### src/rtl/ejer2_cpu_div_pkg.sv
// Shared definitions for the ejer2 CPU divide cell.
//   DIV_DATA_W    : default operand/result width
//   DIV_MAX_W     : widest DATA_W the all-ones constant below can serve
//   DIV_ZERO_QUOT : quotient returned on divide-by-zero (all ones)
//   div_state_t   : divider FSM states with fixed legacy encodings
package ejer2_cpu_div_pkg;

  localparam int unsigned DIV_DATA_W = 32;
  localparam int unsigned DIV_MAX_W  = 64;

  localparam logic [DIV_MAX_W-1:0] DIV_ZERO_QUOT = '1;

  typedef enum logic [1:0] {
    IDLE = 2'd0,
    CALC = 2'd1,
    FIX  = 2'd2
  } div_state_t;

endpackage

### src/rtl/ejer2_cpu_div_step.sv
// One restoring-division iteration (combinational).
//   rem      : current partial remainder (always < divisor when divisor != 0)
//   dvd_msb  : dividend bit shifted into the remainder this iteration
//   divisor  : magnitude of the divisor
//   next_rem : partial remainder after the trial subtraction
//   q_bit    : quotient bit produced by this iteration
module ejer2_cpu_div_step
  import ejer2_cpu_div_pkg::*;
#(
  parameter int unsigned DATA_W = DIV_DATA_W
) (
  input  logic [DATA_W-1:0] rem,
  input  logic              dvd_msb,
  input  logic [DATA_W-1:0] divisor,
  output logic [DATA_W-1:0] next_rem,
  output logic              q_bit
);

  logic [DATA_W:0] rem_shifted;
  logic [DATA_W:0] trial;

  // rem < divisor keeps rem_shifted < 2*divisor, so one extra bit is enough
  // for the trial difference to carry its sign in the MSB.
  always_comb begin
    rem_shifted = {rem, dvd_msb};
    trial       = rem_shifted - {1'b0, divisor};
    q_bit       = ~trial[DATA_W];
    next_rem    = q_bit ? trial[DATA_W-1:0] : rem_shifted[DATA_W-1:0];
  end

endmodule

### src/rtl/ejer2_cpu_div_cell.sv
// Iterative radix-2 restoring divider serving div/divu. Fixed latency:
// start accepted at edge t0 gives done during cycle t0+DATA_W+1.
//   clk, reset_n        : clock (rising edge), async active-low reset
//   M_div_src1/src2     : dividend / divisor, sampled when start is accepted
//   M_div_signed        : 1 = two's-complement, 0 = unsigned
//   M_div_start         : start request, honoured only in IDLE
//   M_div_busy          : high in CALC and FIX
//   M_div_done          : one-cycle pulse when results are registered
//   M_div_quotient/remainder/by_zero : results, held until next accepted start
module ejer2_cpu_div_cell
  import ejer2_cpu_div_pkg::*;
#(
  parameter int unsigned DATA_W = DIV_DATA_W,
  parameter int unsigned CNT_W  = 6
) (
  input  logic              clk,
  input  logic              reset_n,
  input  logic [DATA_W-1:0] M_div_src1,
  input  logic [DATA_W-1:0] M_div_src2,
  input  logic              M_div_signed,
  input  logic              M_div_start,
  output logic              M_div_busy,
  output logic              M_div_done,
  output logic [DATA_W-1:0] M_div_quotient,
  output logic [DATA_W-1:0] M_div_remainder,
  output logic              M_div_by_zero
);

  localparam logic [CNT_W-1:0] LAST_CNT = CNT_W'(DATA_W - 1);

  div_state_t        state;
  logic [CNT_W-1:0]  cnt;
  logic [DATA_W-1:0] rem_q;
  logic [DATA_W-1:0] dvd_q;
  logic [DATA_W-1:0] dvs_q;
  logic [DATA_W-1:0] src1_q;
  logic              sign_q;
  logic              sign_r;
  logic              zero_q;

  logic [DATA_W-1:0] abs_src1;
  logic [DATA_W-1:0] abs_src2;
  logic [DATA_W-1:0] next_rem;
  logic              q_bit;

  // Negating the most negative value wraps to itself, which is exactly its
  // unsigned magnitude, so no special case is needed.
  always_comb begin
    abs_src1 = (M_div_signed && M_div_src1[DATA_W-1]) ? -M_div_src1 : M_div_src1;
    abs_src2 = (M_div_signed && M_div_src2[DATA_W-1]) ? -M_div_src2 : M_div_src2;
  end

  ejer2_cpu_div_step #(
    .DATA_W(DATA_W)
  ) u_step (
    .rem      (rem_q),
    .dvd_msb  (dvd_q[DATA_W-1]),
    .divisor  (dvs_q),
    .next_rem (next_rem),
    .q_bit    (q_bit)
  );

  assign M_div_busy = (state != IDLE);

  always_ff @(posedge clk or negedge reset_n) begin
    if (!reset_n) begin
      state           <= IDLE;
      cnt             <= '0;
      rem_q           <= '0;
      dvd_q           <= '0;
      dvs_q           <= '0;
      src1_q          <= '0;
      sign_q          <= 1'b0;
      sign_r          <= 1'b0;
      zero_q          <= 1'b0;
      M_div_done      <= 1'b0;
      M_div_quotient  <= '0;
      M_div_remainder <= '0;
      M_div_by_zero   <= 1'b0;
    end else begin
      M_div_done <= 1'b0;
      case (state)
        IDLE: begin
          if (M_div_start) begin
            dvd_q           <= abs_src1;
            dvs_q           <= abs_src2;
            src1_q          <= M_div_src1;
            sign_q          <= M_div_signed & (M_div_src1[DATA_W-1] ^ M_div_src2[DATA_W-1]);
            sign_r          <= M_div_signed & M_div_src1[DATA_W-1];
            zero_q          <= (M_div_src2 == '0);
            rem_q           <= '0;
            cnt             <= '0;
            M_div_quotient  <= '0;
            M_div_remainder <= '0;
            M_div_by_zero   <= 1'b0;
            state           <= CALC;
          end
        end
        CALC: begin
          // Quotient bits fill dvd_q from the bottom as dividend bits leave the top.
          rem_q <= next_rem;
          dvd_q <= {dvd_q[DATA_W-2:0], q_bit};
          cnt   <= cnt + CNT_W'(1);
          if (cnt == LAST_CNT) begin
            state <= FIX;
          end
        end
        FIX: begin
          if (zero_q) begin
            M_div_quotient  <= DIV_ZERO_QUOT[DATA_W-1:0];
            M_div_remainder <= src1_q;
            M_div_by_zero   <= 1'b1;
          end else begin
            M_div_quotient  <= sign_q ? -dvd_q : dvd_q;
            M_div_remainder <= sign_r ? -rem_q : rem_q;
            M_div_by_zero   <= 1'b0;
          end
          M_div_done <= 1'b1;
          state      <= IDLE;
        end
        default: state <= IDLE;
      endcase
    end
  end

endmodule

### config.mk
export PLATFORM = sky130hd
export DESIGN_NAME = ejer2_cpu_div_cell
export DESIGN_NICKNAME = d
export VERILOG_FILES = /design/src/rtl/ejer2_cpu_div_pkg.sv /design/src/rtl/ejer2_cpu_div_step.sv /design/src/rtl/ejer2_cpu_div_cell.sv
export SDC_FILE = /design/constraint.sdc
export NUM_CORES = 1
export LEC_CHECK = 0
export BUFFER_PORTS_ARGS = -buffer_cell sky130_fd_sc_hd__buf_2
export CORE_ASPECT_RATIO = 1.75
export CORE_UTILIZATION = 45
export DETAILED_ROUTE_END_ITERATION = 10
export PLACE_DENSITY = 0.75
export SKIP_CTS_REPAIR_TIMING = 1
export SLEW_MARGIN = 20
export SYNTH_ARGS = -nofsm -noshare
export SYNTH_HDL_FRONTEND = slang
export SYNTH_HIERARCHICAL = 1
export SYNTH_SLANG_ARGS = --single-unit
### constraint.sdc
create_clock -name clk -period 4.8 [get_ports clk]
set_input_delay 0.48 -clock clk [delete_from_list [all_inputs] [get_ports clk]]
set_output_delay 0.48 -clock clk [all_outputs]
set_load 0.02 [all_outputs]
# Word-level counts from Yosys, hierarchy flattened
# Index checks and enable logic that the tools add are counted.
# totals
regBits	205
output_inout_bits	67
in_bits	68
# classes
n_reduce_logical	11
n_addsub	6
n_mux	22
eq_ne	5
bitwise	4
# ops
cell	n
32-bit two-way mux	9
32-bit case mux with 2 select lines	4
32-bit negator	4
33-bit by 32-bit subtractor with 33-bit output	1
32-bit zero test	1
6-bit case mux with 2 select lines	1
2-bit AND reduction	4
6-bit by 1-bit adder with 6-bit output (second input constant)	1
6-bit by 5-bit equality test with 1-bit output (second input constant)	1
6-bit two-way mux	1
2-bit nonzero test	3
2-bit two-way mux	2
2-bit inequality test (second input constant)	2
2-bit case mux with 2 select lines	1
1-bit two-way mux	3
1-bit bitwise AND	2
2-bit by 1-bit equality test with 1-bit output (second input constant)	1
2-bit equality test (second input constant)	1
1-bit logical AND	2
2-bit zero test	1
1-bit case mux with 2 select lines	1
1-bit NOT	1
1-bit bitwise XOR	1

# Logic depth before layout (Yosys ltp)
# Gate-level depths: netlist (run 1).
# depth
ltp_word	4
mapped_depth	17
ltp_nobuf	15

# Hierarchy
# The synthesis (run 1) kept the hierarchy.
# modules_own_cells
module	area_each_um2	n_inst	cells_each
ejer2_cpu_div_cell	11180.7	1	1282
ejer2_cpu_div_step	2358.5	1	305

# Least setup slack after synthesis (run 1)
# OpenSTA, ideal clock, no wires.
# synth_path
kind	flip-flop to flip-flop
start	register dvd_q[31]
end	register rem_q[10]
required_time_ns	4.683
arrival_ns	3.239
path_buffers	2
path_slack_ns	1.444
synth_period_minus_slack_ns	3.356
path_stages_with_launch	18
cell_sequence	dfrtp_1 -> inv_1 -> ha_1 -> fa_1 -> and2b_1 -> o2111ai_2 -> a21oi_2 -> o2111ai_1 -> a211oi_2 -> nor2_4 -> mux2i_4 -> and2_4 -> buf_12 -> inv_8 -> buf_12 -> mux2_4 -> nand2_1 -> nand2_1
# synth_between
elab_chain_cells	3
# synth_lines
item	line	rtl
start, declared	ejer2_cpu_div_cell.sv:34	logic [DATA_W-1:0] dvd_q;
start signal, assigned	ejer2_cpu_div_cell.sv:85	dvd_q <= abs_src1;
start signal, assigned	ejer2_cpu_div_cell.sv:102	dvd_q <= {dvd_q[DATA_W-2:0], q_bit};
33-bit by 32-bit subtractor with 33-bit output	ejer2_cpu_div_step.sv:26	trial = rem_shifted - {1'b0, divisor};
32-bit two-way mux	ejer2_cpu_div_step.sv:28	next_rem = q_bit ? trial[DATA_W-1:0] : rem_shifted[DATA_W-1:0];
net next_rem[10]	ejer2_cpu_div_cell.sv:43	logic [DATA_W-1:0] next_rem;
32-bit case mux with 2 select lines	ejer2_cpu_div_cell.sv:82	case (state)
end signal, assigned	ejer2_cpu_div_cell.sv:101	rem_q <= next_rem;
end, declared	ejer2_cpu_div_cell.sv:33	logic [DATA_W-1:0] rem_q;
# The timed path passes the listed nets, and every way through them passes these cells.
# A chain may end at the register's enable or synchronous reset.

# Final worst setup path (run 1)
# layout_path
start	register dvd_q[31]
end	register rem_q[24]
# The elaborated chain is that of the path after synthesis.

==> results of run 1 <==
==> per-layer routing <==
metal | GRT usage (%) | routed length (um) | share of wire [%]
met5 | 0 | 0 | 0
met4 | 17.0 | 2460 | 6.3
met3 | 2.47 | 1680 | 4.3
met2 | 47.9 | 20700 | 53
met1 | 26.7 | 14100 | 36
==> sequential cells by signal (all words and copies together) (netlist names) <==
signal           count
zero_q               1
M_div_by_zero        1
M_div_done           1
src1_q              32
sign_q               1
dvs_q               32
rem_q               32
M_div_remainder     32
sign_r               1
state                2
dvd_q               32
cnt                  6
M_div_quotient      32
==> area by class of cell <==
class	instances	area, sq um	share of cell area (%)
multi-input cells	1220	7740	51.1
flip-flops and latches	205	5130	33.9
repair buffers	152	847	5.59
clock buffers	28	592	3.91
well taps	382	478	3.15
inverters	56	218	1.44
clock inverters	10	141	0.933
diodes	2	5.00	0.0330
==> logic make-up after synthesis <==
| logic type | count (synthesis) |
|---|---|
| xor+xnor | 108 |
| compound gates | 432 |
| buf+inv | 162 |
| flops | 205 |
| fa+ha+maj | 38 |
| mux | 48 |
| simple gates | 594 |
==> synth_stat cells (15+ instances only) <==
library cell	n	area (sq um)
a21o_1	21	158
a21oi_1	74	370
a22oi_1	46	345
a31oi_1	22	138
clkbuf_1	81	304
dfrtp_1	205	5130
ha_1	37	463
inv_1	55	206
mux2_4	19	285
mux2i_1	24	240
nand2_1	250	938
nand3_1	80	400
nand4_1	20	125
nor2_1	79	297
nor3_1	43	215
nor4_1	16	100
o21ai_0	131	656
o31ai_1	28	210
o41ai_1	15	131
or3_1	17	106
xnor2_1	55	482
xor2_1	53	464
==> layout by cell type, fill, tap and decap left out, drive strengths merged, types with 10 or more instances in the layout <==
cell type,instances
a211oi,14
a21o,22
a21oi,76
a22oi,46
a31oi,22
and3,13
buf,151
clkbuf,29
dfrtp,205
ha,37
inv,59
mux2,23
mux2i,25
nand2,250
nand2b,10
nand3,80
nand4,20
nor2,80
nor3,44
nor4,16
o211ai,12
o21ai,132
o31ai,28
o41ai,15
or2,10
or3,17
or4,13
xnor2,55
xor2,53
==> power groups by stage <==
| stage | clock network [mW] | registers, mW | logic (mW) |
|---|---|---|---|
| global route | 1.87 | 3.12 | 5.80 |
| floorplan | 0 | 2.80 | 4.38 |
| CTS | 1.79 | 3.02 | 5.20 |
| global placement | 0 | 3.02 | 5.05 |
| finish | 1.76 | 3.04 | 5.24 |
| detailed placement | 0 | 3.05 | 5.17 |
==> worst max-delay path by stage <==
stage | start | endpoint | slack, ns | depth (start not counted)
2_1_floorplan | dvd_q[31]$_DFFE_PN0P_ | rem_q[10]$_DFFE_PN0P_ | 1.44 | 17
3_3_place_gp | dvd_q[31]$_DFFE_PN0P_ | rem_q[24]$_DFFE_PN0P_ | 1.10 | 15
3_5_place_dp | dvd_q[31]$_DFFE_PN0P_ | rem_q[26]$_DFFE_PN0P_ | 1.05 | 15
4_1_cts | dvd_q[31]$_DFFE_PN0P_ | rem_q[26]$_DFFE_PN0P_ | 1.00 | 15
5_1_grt | dvd_q[31]$_DFFE_PN0P_ | rem_q[26]$_DFFE_PN0P_ | 0.75 | 15
6_report | dvd_q[31]$_DFFE_PN0P_ | rem_q[24]$_DFFE_PN0P_ | 0.98 | 15
==> worst max-delay path, cell delays in order, from the launching register on <==
cell,delay (ns)
dfrtp_1,0.42
inv_1,0.06
ha_1,0.23
fa_1,0.40
and2b_1,0.24
o2111ai_2,0.13
a21oi_2,0.24
o2111ai_1,0.25
a211oi_2,0.34
nor2_4,0.10
mux2i_4,0.36
and2_4,0.33
inv_8,0.13
mux2_4,0.32
nand2_1,0.06
nand2_1,0.06
==> through the flow <==
| stage | power [mW] | utilization, % | hold WS (ns) | cell area, sq um |
|---|---|---|---|---|
| floorplan | 7.18 | - | 0.184 | 13500 |
| global placement | 8.07 | 48.7 | 0.452 | 14400 |
| detailed placement | 8.21 | 48.7 | 0.462 | 14400 |
| CTS | 10.0 | 51.2 | 0.103 | 15100 |
| global route | 10.8 | 51.4 | 0.140 | 15200 |
| finish | 10.0 | 51.4 | 0.0658 | 15200 |
==> results.json, run 1 <==
{
  "path_max_fanout": 24,
  "syn_area_sq_um": 13500,
  "wl_per_cell_um": 18.9,
  "ioPinCount": 135,
  "synth_top_family_by_area": "simple AND/OR/NAND/NOR gates",
  "hold_viol": 0,
  "synth_cells": 1587,
  "synth_mux_area_share_pct": 4.38,
  "setup_ws_ns": 0.977,
  "grt_pass1_vias": 12300,
  "clk_pin_slew_ns": 0.06,
  "ir_drop_mv": 0.289,
  "yosys.area_share.adder_pct": 3.57,
  "setup_tns_ns": 0,
  "nets": 1762,
  "drv_cap": 0,
  "reg2reg_to": "rem_q[24]$_DFFE_PN0P_",
  "routed_wirelength_um": 38900,
  "clock-sinks": 205,
  "place_ws_ns": 1.05,
  "rows": 83,
  "swShare_pct": 43.0,
  "synth_edf_count": 0,
  "r2r_start": "dvd_q[31]$_DFFE_PN0P_",
  "required_ns": 5.21,
  "hpwl_um": 28500,
  "drtIter0Drc": 770,
  "detail-route-antenna-nets": 0,
  "ys_seq_elements": 205,
  "cp.arrival_ns": 4.23,
  "yosysWarnings": 6,
  "tightest_slew_ns": 1.04,
  "yosysSeqAreaShare_pct": 37.9,
  "status": "completed",
  "p_leak_nw": 6.94,
  "grt_usage_pct": 25.5,
  "drc": 0,
  "die_w_um": 133,
  "gr-total-overflow": 0,
  "ys.flop_type": "dfrtp_1",
  "startpoint_type": "flop",
  "fin_crit_sh_pct": 79.7,
  "grt_max_degree": 109,
  "drt_first_pass_iters": 5,
  "ff2ff_path_depth": 15,
  "seqPwrFrac_pct": 30.3,
  "min_period_ns": 3.82,
  "internal_power_mw": 5.72,
  "ctsHtreeMaxLevel": 1,
  "start_util_pct": 45.9,
  "finalNonFillerCells": 2055,
  "synth_xor_area_share_pct": 6.99,
  "antenna_found_initial": 2,
  "die_h_um": 231,
  "setup_viol": 0,
  "grt_pass1_wl_um": 63100,
  "max_freq_ghz": 0.262,
  "area_growth_pct": 11.9,
  "cts_max_path_buffers": 3,
  "cts-buffers-inserted": 21,
  "end_kind": "flop",
  "relSlewSlack_pct": 30.6,
  "clock_latency_ns": 0.53,
  "die_area_sq_um": 30800,
  "comb_power_share_pct": 52.2,
  "rsz0062_at_grt": "false",
  "async_reset_ff_share_pct": 100,
  "nFillCells": 2757,
  "slew_viol_final": 0,
  "worstSetupPathType": "flop to flop",
  "power.density_nw_per_um2": 662,
  "via_per_inst": 6.01,
  "core_region_area_sq_um": 29500,
  "synth-simple-area-share_pct": 21.1,
  "skew_ns": 0.0177,
  "cts_tree": "built",
  "reg2reg_slack_ns": 0.98,
  "synthesis.nets": 1693,
  "power_frac_clock_pct": 17.6,
  "hp-class": "primary input to async pin",
  "synth_compound_area_share_pct": 20.8,
  "dp_cells": 2014,
  "vias": 12300,
  "io_buffers": 134,
  "synth_cell_types": 91,
  "cts_root_buf": "clkbuf_16",
  "drive_gt1_share_pct": 14.9,
  "gp_congestion": 0.923,
  "p_switching_mw": 4.32,
  "syn_avg_cell_area_sq_um": 8.53
}
Note: power is estimated with default switching activity, not from simulation.
==> inputs of run 2 (changes only) <==
Settings changed: PLACE_DENSITY 0.75 to 0.78.
Clock period 4.8 ns to 3.1 ns, I/O delays scaled along.
==> run 2 against run 1 <==
Compared with the run above: sequential power rose by 48%; first-iteration DRC count is 4.9% higher; largest power group unchanged; largest cell class unchanged; final area up 3.9%; die area stayed put; final cell count grew 3.3%; setup slack lost 1.1 ns; the run now ends with negative setup slack left; register-to-register slack got worse by 1.1 ns; sequential share of layout area fell by 1.3 points; worst hold slack worse by 0.016 ns; clock-buffer cell count is the same.
==> results.json, run 2 (synthesis gave the netlist of run 1 again) <==
{
  "holdWs_ns": 0.0500,
  "area_growth_pct": 16.3,
  "tightest_slew_ns": 0.765,
  "grt_usage_pct": 25.8,
  "drc": 0,
  "place_ws_ns": -0.112,
  "comb_power_share_pct": 56.2,
  "internal_power_mw": 9.51,
  "power.density_nw_per_um2": 1050,
  "final_area_sq_um": 15700,
  "start_util_pct": 45.9,
  "setup_tns_ns": -1.98,
  "grt_pass1_wl_um": 63300,
  "max_freq_ghz": 0.312,
  "min_period_ns": 3.20,
  "clk_pin_slew_ns": 0.07,
  "rsz0062_at_grt": "true",
  "path_max_fanout": 6,
  "drive_gt1_share_pct": 18.7,
  "grt_max_degree": 131,
  "fin_crit_sh_pct": 103,
  "finalNonFillerCells": 2123,
  "worstSetupPathType": "flop to flop",
  "cts_root_buf": "clkbuf_16",
  "final_common_cell": "nand2_1",
  "antenna_found_initial": 1,
  "cts_tree": "built",
  "hold_viol": 0,
  "io_buffers": 134,
  "nets": 1831,
  "grt_pass1_vias": 12500,
  "hp-class": "primary input to flop",
  "cts-buffers-inserted": 21,
  "cp.arrival_ns": 3.60,
  "power_frac_clock_pct": 16.8,
  "gp_congestion": 0.962,
  "dp_cells": 2081,
  "gr-total-overflow": 0,
  "setup_ws_ns": -0.104,
  "detail-route-antenna-nets": 0,
  "nFillCells": 2694,
  "vias": 12800,
  "die_area_sq_um": 30800,
  "multi_input_area_sq_um": 7800,
  "startpoint_type": "flop",
  "relSlewSlack_pct": 48.8,
  "core_region_area_sq_um": 29500,
  "ir_drop_mv": 0.628,
  "clock-sinks": 205,
  "die_h_um": 231,
  "hpwl_um": 30200,
  "seqPwrFrac_pct": 27.1,
  "ioPinCount": 135,
  "die_w_um": 133,
  "clock_latency_ns": 0.53,
  "wl_per_cell_um": 19.0,
  "layout_common_cells": "nand2_1, dfrtp_1, buf_2",
  "skew_ns": 0.0221,
  "p_leak_nw": 7.29,
  "fin_util_pct": 53.4,
  "via_per_inst": 6.02,
  "setup_viol": 29,
  "cts_max_path_buffers": 3,
  "ctsHtreeMaxLevel": 1,
  "slew_viol_final": 0,
  "swShare_pct": 42.6,
  "total_power_mw": 16.6,
  "status": "finished with violations",
  "drv_cap": 0,
  "routed_wirelength_um": 40400,
  "required_ns": 3.50,
  "p_switching_mw": 7.07,
  "drtIter0Drc": 808,
  "drt_first_pass_iters": 5,
  "rows": 83,
  "violations": "negative setup slack",
  "end_kind": "flop",
  "register_area_sq_um": 5130,
  "placed_area_sq_um": 14900
}
-- run 2: cell count changes in the layout (fill, tap and decap cells not counted), moves of 2 or more --
cell        delta
buf_4         +66
clkinv_4       +2
clkinvlp_4     -2
ha_1           -3
ha_4           +3
o2111ai_1      -2
o2111ai_2      +2
-- run 2: power groups by stage --
| stage | Combinational [mW] | Sequential [mW] | Clock (mW) |
|---|---|---|---|
| final | 9.31 | 4.49 | 2.78 |
| after global routing | 10.2 | 4.60 | 2.89 |
| after CTS | 8.97 | 4.47 | 2.80 |
| after detailed placement | 8.93 | 4.51 | 0 |
| after global placement | 8.65 | 4.47 | 0 |
| after floorplan | 6.83 | 4.34 | 0 |
-- run 2: layout make-up --
cell class              instances  area share, %
clock buffers                  28           3.70
repair inverters                2          0.127
inverters                      56           1.41
clock inverters                10           1.03
multi-input cells            1220           49.6
flip-flops and latches        205           32.6
diodes                          1         0.0159
well taps                     382           3.04
repair buffers                219           8.54
-- run 2: final timing paths --
check,startpoint,to,slack (ns),depth (start not counted)
max in group asynchronous,reset_n,M_div_remainder[31]$_DFFE_PN0P_,1.92,3
min in group asynchronous,reset_n,dvs_q[5]$_DFFE_PN0P_,0.35,2
worst max register to register,dvs_q[0]$_DFFE_PN0P_,rem_q[25]$_DFFE_PN0P_,-0.10,14
worst max-delay path,dvs_q[0]$_DFFE_PN0P_,rem_q[25]$_DFFE_PN0P_,-0.10,14
worst min-delay path,M_div_src1[7],src1_q[7]$_DFFE_PN0P_,0.05,3
worst min register to register,M_div_quotient[12]$_DFFE_PN0P_,M_div_quotient[12]$_DFFE_PN0P_,0.47,2
-- run 2: worst max-delay path: stages (launching register included) --
cell,delay [ns]
dfrtp_1,0.41
ha_4,0.17
fa_2,0.33
and2b_1,0.23
o2111ai_2,0.13
a21oi_2,0.21
o2111ai_2,0.20
a211oi_2,0.34
nor2_4,0.07
mux2i_4,0.17
and2_4,0.28
clkinv_8,0.11
mux2_4,0.31
nand2_1,0.06
nand2_1,0.06
-- run 2: routing by layer --
metal  share of wire [%]  vias up  GRT usage (%)
met2                  53      459           48.5
met1                  36     6150           26.8
li1                    -     6010              -
met4                 6.9        0           16.9
met5                   0        -              0
met3                 4.7      153           2.80
==> inputs of run 3 (changes only) <==
Settings changed: CORE_ASPECT_RATIO 1.75 to 0.7.
==> run 3 against run 2 <==
Compared with the run above: the run still ends with negative setup slack left; sequential share of layout area is 0.091 points higher; register-to-register slack worse by 0.06 ns; setup slack worse by 0.062 ns; via count is 2.1% higher; worst hold slack worse by 0.0088 ns; non-clock buffer count is 5 lower; global-route usage is 0.96 points higher; first-iteration DRC count is 64% higher; final cell count is 0.42% lower; combinational power is 2.8% higher; sequential power hardly changed; total power is 1.3% higher; critical path type unchanged.
==> results.json, run 3 (synthesis gave the netlist of run 1 again) <==
{
  "status": "finished with violations",
  "violations": "negative setup slack",
  "die_w_um": 209,
  "cts-buffers-inserted": 23,
  "grt_pass1_wl_um": 66200,
  "hp-class": "primary input to flop",
  "detail-route-antenna-nets": 0,
  "drtIter0Drc": 1324,
  "power.density_nw_per_um2": 1070,
  "hold_viol": 0,
  "nFillCells": 2617,
  "diodes": 0,
  "ir_drop_mv": 0.589,
  "finalNonFillerCells": 2114,
  "clk_pin_slew_ns": 0.06,
  "slew_viol_final": 0,
  "die_h_um": 147,
  "cts_max_path_buffers": 3,
  "path_max_fanout": 12,
  "drc": 0,
  "p_leak_nw": 7.27,
  "cp.arrival_ns": 3.68,
  "setup_viol": 33,
  "skew_ns": 0.0145,
  "clock-sinks": 205,
  "end_kind": "flop",
  "rsz0062_at_grt": "true",
  "grt_usage_pct": 26.8,
  "cts_tree": "built",
  "final_common_cell": "nand2_1",
  "relSlewSlack_pct": 37.5,
  "ioPinCount": 135,
  "dp_cells": 2069,
  "start_util_pct": 46.3,
  "nets": 1828,
  "worstSetupPathType": "flop to flop",
  "antenna_found_initial": 0,
  "cts_root_buf": "clkbuf_16",
  "core_region_area_sq_um": 29200,
  "io_buffers": 134,
  "ctsHtreeMaxLevel": 1,
  "layout_common_cells": "nand2_1, dfrtp_1, buf_2",
  "tightest_slew_ns": 0.938,
  "via_per_inst": 6.17,
  "grt_max_degree": 139,
  "placed_area_sq_um": 14900,
  "rows": 52,
  "total_power_mw": 16.8,
  "clock_latency_ns": 0.53,
  "setup_ws_ns": -0.166,
  "required_ns": 3.52,
  "drv_cap": 0,
  "routed_wirelength_um": 42000,
  "place_ws_ns": -0.160,
  "drive_gt1_share_pct": 18.5,
  "final_area_sq_um": 15700,
  "startpoint_type": "flop",
  "min_period_ns": 3.27,
  "area_growth_pct": 15.9,
  "wl_per_cell_um": 19.9,
  "gp_congestion": 0.933,
  "vias": 13000,
  "hpwl_um": 30300,
  "fin_crit_sh_pct": 105,
  "gr-total-overflow": 0,
  "grt_pass1_vias": 12100,
  "drt_first_pass_iters": 7,
  "max_freq_ghz": 0.306,
  "die_area_sq_um": 30800
}
==> run 3: power by group <==
part / total (mW) / internal (mW) / switching [mW]
clock: 2.77 / 1.60 / 1.17
combinational: 9.57 / 4.40 / 5.17
sequential: 4.46 / 3.54 / 0.922
==> run 3: per-layer routing <==
| metal | up-vias | global-route usage (%) | share of wire [%] |
|---|---|---|---|
| li1 | 6000 | - | - |
| met1 | 6304 | 40.9 | 46 |
| met2 | 664 | 37.6 | 42 |
| met3 | 72 | 6.22 | 10 |
| met4 | 0 | 6.54 | 2.4 |
| met5 | - | 0 | 0 |
==> run 3: worst max-delay path, cell delays in order, from the launching register on <==
cell and delay, ns:
dfrtp_1 0.39, ha_2 0.20, fa_2 0.35, and2b_2 0.24
o2111ai_2 0.12, a21oi_2 0.26, o2111ai_2 0.16, a211oi_2 0.33
nor2_4 0.07, mux2i_4 0.20, and2_4 0.24, inv_8 0.15
mux2_2 0.35, nand2_1 0.05, nand2_1 0.05
==> run 3: worst paths after layout <==
path / startpoint / end / slack (ns) / cells after the start
hold / removal: M_div_src1[27] / src1_q[27]$_DFFE_PN0P_ / 0.04 / 3
setup reg to reg: dvs_q[0]$_DFFE_PN0P_ / rem_q[4]$_DFFE_PN0P_ / -0.17 / 14
min in group asynchronous: reset_n / M_div_remainder[26]$_DFFE_PN0P_ / 0.38 / 2
max in group asynchronous: reset_n / dvs_q[28]$_DFFE_PN0P_ / 1.90 / 3
setup / recovery: dvs_q[0]$_DFFE_PN0P_ / rem_q[4]$_DFFE_PN0P_ / -0.17 / 14
hold reg to reg: M_div_by_zero$_DFFE_PN0P_ / M_div_by_zero$_DFFE_PN0P_ / 0.47 / 1
==> run 3: cell type report <==
type	instances	area (sq um)	share of cell area, %
timing repair inverter	2	22.5	0.143
sequential	205	5130	32.7
clock buffer	31	636	4.05
tap	378	473	3.01
inverter	56	223	1.42
timing repair buffer	214	1320	8.41
clock inverter	8	100	0.638
multi-input combinational	1220	7790	49.6
==> run 3: per-stage QoR <==
step                setup TNS (ns)  hold WS [ns]  util [%]
finish                       -3.67        0.0412      53.7
global route                 -7.86        0.0495      53.7
CTS                          -2.95        -0.149      53.4
detailed placement           -2.88         0.403      50.9
global placement           -0.0946         0.407      50.9
floorplan                    -1.80        0.0144         -
